$ cat config.mk
export PLATFORM = sky130hd
export DESIGN_NAME = lzd_norm_arb
export DESIGN_NICKNAME = d
export VERILOG_FILES = /design/src/rtl/lzd_norm_arb.sv
export SDC_FILE = /design/constraint.sdc
export NUM_CORES = 1
export LEC_CHECK = 0
export ABC_CLOCK_PERIOD_IN_PS = 2200
export BUFFER_PORTS_ARGS = -buffer_cell sky130_fd_sc_hd__buf_2
export CORE_MARGIN = 2
export CORE_UTILIZATION = 45
export CTS_CLUSTER_DIAMETER = 40
export DETAILED_ROUTE_END_ITERATION = 8
export GPL_ROUTABILITY_DRIVEN = 0
export PLACE_DENSITY_LB_ADDON = 0.05
export SETUP_SLACK_MARGIN = 0.5
export SYNTH_ARGS = -nofsm -noshare
export SYNTH_HDL_FRONTEND = slang
export SYNTH_SLANG_ARGS = --single-unit
$ cat constraint.sdc
create_clock -name clk -period 2.2 [get_ports clk]
set_clock_uncertainty 0.15 [all_clocks]
set_input_delay 0 -clock clk [delete_from_list [all_inputs] [get_ports clk]]
set_output_delay 0 -clock clk [all_outputs]
set_load 0.02 [all_outputs]
$ cat src/rtl/lzd_norm_arb.sv
// lzd_norm_arb: two-requester round-robin front end for the shared 48-bit
// leading-zero detector. Samples flow through an issue stage (S1, drives the
// LZD), an align stage (S2, meets the registered zero count), a combinational
// left-normaliser, and a 4-entry result FIFO tagged with the requester id.
// Acceptance is credit based so S1/S2 never stall and the FIFO never overflows.

module lzd_norm_arb (
    input  logic        clk,
    input  logic        reset_n,

    input  logic        scan_in0,
    input  logic        scan_en,
    input  logic        test_mode,
    output logic        scan_out0,

    input  logic        req0_valid,
    input  logic [47:0] req0_data,
    output logic        req0_ready,

    input  logic        req1_valid,
    input  logic [47:0] req1_data,
    output logic        req1_ready,

    output logic [47:0] lzd_din,
    input  logic [5:0]  lzd_numz,
    output logic        lzd_reset,

    output logic        out_valid,
    input  logic        out_ready,
    output logic        out_tag,
    output logic [5:0]  out_numz,
    output logic [47:0] out_mant,
    output logic        out_zero
);

    typedef enum logic {
        REQ0 = 1'b0,
        REQ1 = 1'b1
    } req_id_t;

    typedef struct packed {
        req_id_t     tag;
        logic        zero;
        logic [5:0]  numz;
        logic [47:0] mant;
    } fifo_ent_t;

    // ------------------------------------------------------------------
    // State
    // ------------------------------------------------------------------
    logic        r_v1;
    logic [47:0] r_d1;
    req_id_t     r_t1;

    logic        r_v2;
    logic [47:0] r_d2;
    req_id_t     r_t2;

    req_id_t     r_last_grant;

    fifo_ent_t   r_mem [4];
    logic [1:0]  r_wr_ptr;
    logic [1:0]  r_rd_ptr;
    logic [2:0]  r_cnt;

    // ------------------------------------------------------------------
    // Combinational nets
    // ------------------------------------------------------------------
    logic [3:0]  w_inflight;
    logic        w_credit_ok;
    logic        w_gnt0;
    logic        w_gnt1;
    logic        w_accept;
    logic [47:0] w_sel_data;
    req_id_t     w_sel_tag;

    logic        w_numz_bad;
    fifo_ent_t   w_norm;

    logic        w_push;
    logic        w_pop;
    fifo_ent_t   w_head;

    logic        w_unused_scan;

    // Scan hooks are placeholders until scan insertion.
    assign scan_out0     = 1'b0;
    assign w_unused_scan = ^{scan_in0, scan_en, test_mode};

    // The LZD macro uses an active-high reset.
    assign lzd_reset = ~reset_n;

    // Everything already committed downstream (FIFO + both pipeline stages)
    // counts against the 4 FIFO slots, so a granted sample always has room.
    assign w_inflight  = {1'b0, r_cnt} + {3'b000, r_v1} + {3'b000, r_v2};
    assign w_credit_ok = (w_inflight < 4'd4);

    // Round-robin grant: single requester wins outright, a tie goes to the
    // requester that did not win last time.
    always_comb begin
        w_gnt0 = 1'b0;
        w_gnt1 = 1'b0;
        if (w_credit_ok) begin
            if (req0_valid && req1_valid) begin
                if (r_last_grant == REQ1) begin
                    w_gnt0 = 1'b1;
                end else begin
                    w_gnt1 = 1'b1;
                end
            end else if (req0_valid) begin
                w_gnt0 = 1'b1;
            end else if (req1_valid) begin
                w_gnt1 = 1'b1;
            end
        end
    end

    // Readies are forced low while reset is held so no handshake can occur.
    assign req0_ready = w_gnt0 & reset_n;
    assign req1_ready = w_gnt1 & reset_n;

    assign w_accept   = w_gnt0 | w_gnt1;
    assign w_sel_data = w_gnt1 ? req1_data : req0_data;
    assign w_sel_tag  = w_gnt1 ? REQ1 : REQ0;

    // S1 issue register; data holds when nothing is granted so lzd_din stays quiet.
    always_ff @(posedge clk or negedge reset_n) begin
        if (!reset_n) begin
            r_v1         <= 1'b0;
            r_d1         <= '0;
            r_t1         <= REQ0;
            r_last_grant <= REQ1;
        end else begin
            r_v1 <= w_accept;
            if (w_accept) begin
                r_d1         <= w_sel_data;
                r_t1         <= w_sel_tag;
                r_last_grant <= w_sel_tag;
            end
        end
    end

    assign lzd_din = r_d1;

    // S2 align register: lines up with the LZD's registered zero count.
    always_ff @(posedge clk or negedge reset_n) begin
        if (!reset_n) begin
            r_v2 <= 1'b0;
            r_d2 <= '0;
            r_t2 <= REQ0;
        end else begin
            r_v2 <= r_v1;
            r_d2 <= r_d1;
            r_t2 <= r_t1;
        end
    end

    // Left-normalise S2 data; an out-of-range count is treated as a zero
    // sample (count saturated to 48) so nothing garbled reaches the evaluators.
    always_comb begin
        w_numz_bad  = (lzd_numz > 6'd48);
        w_norm      = '0;
        w_norm.tag  = r_t2;
        if (w_numz_bad) begin
            w_norm.numz = 6'd48;
            w_norm.mant = '0;
            w_norm.zero = 1'b1;
        end else begin
            w_norm.numz = lzd_numz;
            w_norm.mant = r_d2 << lzd_numz;
            w_norm.zero = (lzd_numz == 6'd48);
        end
    end

    assign w_push = r_v2;
    assign w_pop  = out_ready & (r_cnt != 3'd0);

    // Result FIFO: storage, pointers and occupancy.
    always_ff @(posedge clk or negedge reset_n) begin
        if (!reset_n) begin
            for (int unsigned i = 0; i < 4; i++) begin
                r_mem[i] <= '0;
            end
            r_wr_ptr <= '0;
            r_rd_ptr <= '0;
            r_cnt    <= '0;
        end else begin
            if (w_push) begin
                r_mem[r_wr_ptr] <= w_norm;
                r_wr_ptr        <= r_wr_ptr + 2'd1;
            end
            if (w_pop) begin
                r_rd_ptr <= r_rd_ptr + 2'd1;
            end
            case ({w_push, w_pop})
                2'b10:   r_cnt <= r_cnt + 3'd1;
                2'b01:   r_cnt <= r_cnt - 3'd1;
                default: r_cnt <= r_cnt;
            endcase
        end
    end

    assign w_head    = r_mem[r_rd_ptr];
    assign out_valid = (r_cnt != 3'd0);
    assign out_tag   = w_head.tag;
    assign out_numz  = w_head.numz;
    assign out_mant  = w_head.mant;
    assign out_zero  = w_head.zero;

    a_numz_legal: assert property (@(posedge clk) disable iff (!reset_n)
        r_v2 |-> (lzd_numz <= 6'd48));

    a_fifo_no_overflow: assert property (@(posedge clk) disable iff (!reset_n)
        (w_push && !w_pop) |-> (r_cnt < 3'd4));

    a_ready_onehot: assert property (@(posedge clk) disable iff (!reset_n)
        !(req0_ready && req1_ready));

endmodule

==> flow_metrics.py <==
metrics = {
    "outcome": {
        "status": "finished with violations",
        "violations": "hold timing, setup timing",
    },
    "die": {
        "rows": 69,
        "core_area_mm2": 0.0356,
        "initial_core_util_pct": 45.8,
        "pin_count": 219,
        "die_y_um": 194,
        "die_x_um": 194,
        "die_area_mm2": 0.0377,
    },
    "route": {
        "drtPass1Iterations": 7,
        "initialDrtViolationCount": 983,
        "routed_wl_um": 52300,
        "via_per_inst": 5.54,
        "wire_per_inst_um": 21.1,
        "num_vias": 13700,
        "ant_nets": 0,
        "drc": 0,
    },
    "critical_path": {
        "critical_path_required_ns": 2.52,
        "cp_cell_sequence": "mux2_4 > buf_6 > mux4_2 > buf_4 > nand2_1 > o211ai_1 > buf_4 > a32o_1",
        "crit_end": "r_mem[128]$_DFFE_PN0P_",
        "crit_path_end_kind": "flop",
        "cpLargestDelayFamily": "multiplexers",
        "critPathMaxFanout": 4,
        "crit_start": "r_d2[15]$_DFF_PN0_",
        "critical_path_cell_count": 8,
        "reg2reg_depth": 8,
        "path_common_cell": "buf_4",
        "r2r_end": "r_mem[128]$_DFFE_PN0P_",
        "critPathLaunchType": "flop",
        "crit-reg2reg-launch": "r_d2[15]$_DFF_PN0_",
        "critPathBufInv": 3,
        "cp.arrival_ns": 2.67,
        "crit_path_max_incr_delay_ns": 0.55,
        "path_class": "flop to flop",
        "ff2ff_setup_slack_ns": -0.15,
        "cp_slowest_cell": "mux4_2",
    },
    "clock_tree": {
        "clk_pin_slew_ns": 0.06,
        "clock_latency_ns": 0.58,
        "clockRootBuffer": "clkbuf_16",
        "cts_tree": "yes",
        "cts_made_buffers": 46,
        "cts.sinks": 332,
        "htreeDepth": 2,
        "cts.path.max_buffers": 3,
    },
    "final_layout": {
        "drive_gt1_share_pct": 44.5,
        "nets": 2096,
        "seq_area_mm2": 0.00832,
        "area_delta_synth_final_pct": 51.1,
        "final_cells": 2477,
        "multi_input_area_mm2": 0.00888,
        "fillers": 2614,
        "antenna_cells": 0,
    },
    "synth": {
        "ys_types": 71,
        "synth-edff-count": 0,
        "ys.flop_type": "dfrtp_1",
        "synthTopCellsByArea": "dfrtp_1 (51%), mux4_2 (11%), nand2_1 (6.9%)",
        "yosysTopAreaCell": "dfrtp_1",
        "syn-cell-area_mm2": 0.0163,
        "yosysSeqAreaShare_pct": 51.0,
        "synthArstFlopShare_pct": 100,
        "syn_area_per_cell_um2": 11.1,
        "synth_fp_nets": 1587,
        "yosysTopAreaCellShare_pct": 50.8,
        "yosys_warnings": 0,
        "ys_ff_latch": 332,
        "syn-instance-count": 1470,
    },
    "place": {
        "place_ws_ns": -0.203,
        "dp.final_hpwl_um": 34300,
        "io_buffers": 214,
        "dp_cells": 2211,
    },
    "sta": {
        "setup_ws_ns": -0.148,
        "max_freq_mhz": 426,
        "maxSlewViolCount": 0,
        "grt_setup_unrepaired": "yes",
        "post-route-period-util_pct": 107,
        "holdWs_ns": -0.0124,
        "max_slew_margin_pct": 58.4,
        "tightest_slew_ns": 0.624,
        "setup_viol": 101,
        "fin_crit_ns": 2.35,
        "finalHoldViolCount": 13,
    },
    "power_and_ir_drop": {
        "power_density_mw_per_mm2": 1510,
        "p_leak_nw": 11.0,
        "ir_worst_vdd_v": 0.00102,
    },
    "grt": {
        "first_global_vias": 14100,
        "grtUsageTotal_pct": 27.5,
        "grt_max_degree": 90,
        "grt_remaining_overflow": 0,
        "antenna_found_initial": 0,
        "grt_pass1_wl_um": 81400,
    },
    "worst_hold_path": {
        "hold_class": "input pin to async pin",
    },
    "run": {
        "max_cap_viol_count": 0,
    },
}
==> report_power, final <==
group | internal (W) | total [W] | switching [W]
logic | 0.00954 | 0.0186 | 0.00910
registers | 0.00890 | 0.0108 | 0.00187
clock network | 0.00480 | 0.00766 | 0.00286
total | 0.0232 | 0.0371 | 0.0138
==> sequential cells by signal, indices dropped and copies added (netlist names) <==
name          cells
lzd_din          48
r_cnt             3
r_d2             48
r_last_grant      1
r_mem           224
r_rd_ptr          2
r_t1              1
r_t2              1
r_v1              1
r_v2              1
r_wr_ptr          2
==> routing by layer <==
layer  GRT usage (%)  up-vias  wire, um
met4            10.7        0      1760
met3            4.00      106      2540
li1                -     6336         -
met2            46.1      461     25700
met5               0        -         0
met1            36.4     6821     22300
==> placed cells by master (no fill, tap or decap), types with 7 or more instances in the layout <==
cell and count:
buf_6 111, o31ai_1 9, o21ai_2 43, clkbuf_1 7
o21ai_1 95, mux2_2 7, nor2_1 47, o211ai_1 9
o22ai_1 7, mux2i_2 7, clkbuf_16 49, mux2_4 63
dfrtp_2 8, buf_4 158, a21oi_1 8, a21oi_2 18
inv_1 12, a31oi_1 8, buf_16 8, nand2_2 14
dfrtp_1 322, mux4_2 79, nand2_1 274, buf_12 25
mux2i_1 68, nand2_4 8, clkinvlp_4 7, dlygate4sd3_1 111
a22oi_2 9, o21ai_0 56, mux2i_4 16, a22o_1 9
and2_4 7, buf_2 154
==> through the flow <==
stage	util [%]	hold slack [ns]	power (W)	setup TNS, ns	area [um^2]
2_1_floorplan	-	-0.446	0.0196	0	16800
3_3_place_gp	54.7	-0.232	0.0246	-7.15	19400
3_5_place_dp	54.7	-0.229	0.0249	-9.69	19400
4_1_cts	66.8	0.0000860	0.0358	-5.11	23700
5_1_grt	69.2	0.0286	0.0389	-13.53	24600
6_report	69.2	-0.0124	0.0371	-5.76	24600
==> cells in the mapped netlist, types with 12 or more instances <==
cell,count
a21oi_1,29
a22oi_1,14
a31oi_1,14
and2_1,14
buf_2,12
clkbuf_1,87
dfrtp_1,331
inv_1,13
mux2_1,21
mux2_2,48
mux2i_1,91
mux4_2,79
nand2_1,299
nor2_1,57
o21ai_0,125
o21ai_1,73
o22ai_1,14
==> cells by family after synthesis <==
| kind of cell | after synthesis | share of synthesized area (%) |
|---|---|---|
| xor gates and xnor gates | 6 | 0.323 |
| buffers and inverters | 129 | 3.39 |
| adders and majority gates | 7 | 0.584 |
| and+or+nand+nor | 405 | 10.1 |
| other | 1 | 0.0230 |
| AOI/OAI and AO/OA | 346 | 12.8 |
| muxes | 244 | 21.7 |
| DFF | 332 | 51.0 |
==> worst min path at each step <==
stage	from	end	cells after the start
2_1_floorplan	reset_n	lzd_din[0]$_DFFE_PN0P_	0
3_3_place_gp	reset_n	r_mem[219]$_DFFE_PN0P_	1
3_5_place_dp	reset_n	r_mem[219]$_DFFE_PN0P_	1
4_1_cts	reset_n	r_mem[63]$_DFFE_PN0P_	3
5_1_grt	reset_n	r_mem[128]$_DFFE_PN0P_	3
6_report	reset_n	r_mem[128]$_DFFE_PN0P_	3
==> worst register-to-register path, cell delays in order (launching register included) <==
cell      delay (ns)
dfrtp_1         0.41
mux2_4          0.28
buf_6           0.11
mux4_2          0.55
buf_4           0.19
nand2_1         0.06
o211ai_1        0.10
buf_4           0.17
a32o_1          0.22
==> layout make-up <==
class / instances / share of cell area (%)
Inverter: 15 / 0.229
Clock inverter: 27 / 1.41
Timing Repair Buffer: 575 / 21.0
Clock buffer: 58 / 5.11
Tap cell: 461 / 2.34
Multi-Input combinational cell: 1009 / 36.1
Sequential cell: 332 / 33.8
==> what timing repair did <==
action,in CTS,in global routing
setup buffers,34,25
cloned,7,3
resized for setup,287,160
endpoints found under the hold margin,435,3
pin swaps,59,41
hold buffers,111,1
setup endpoints to repair,303,315
(Power assumes the default switching activity.)
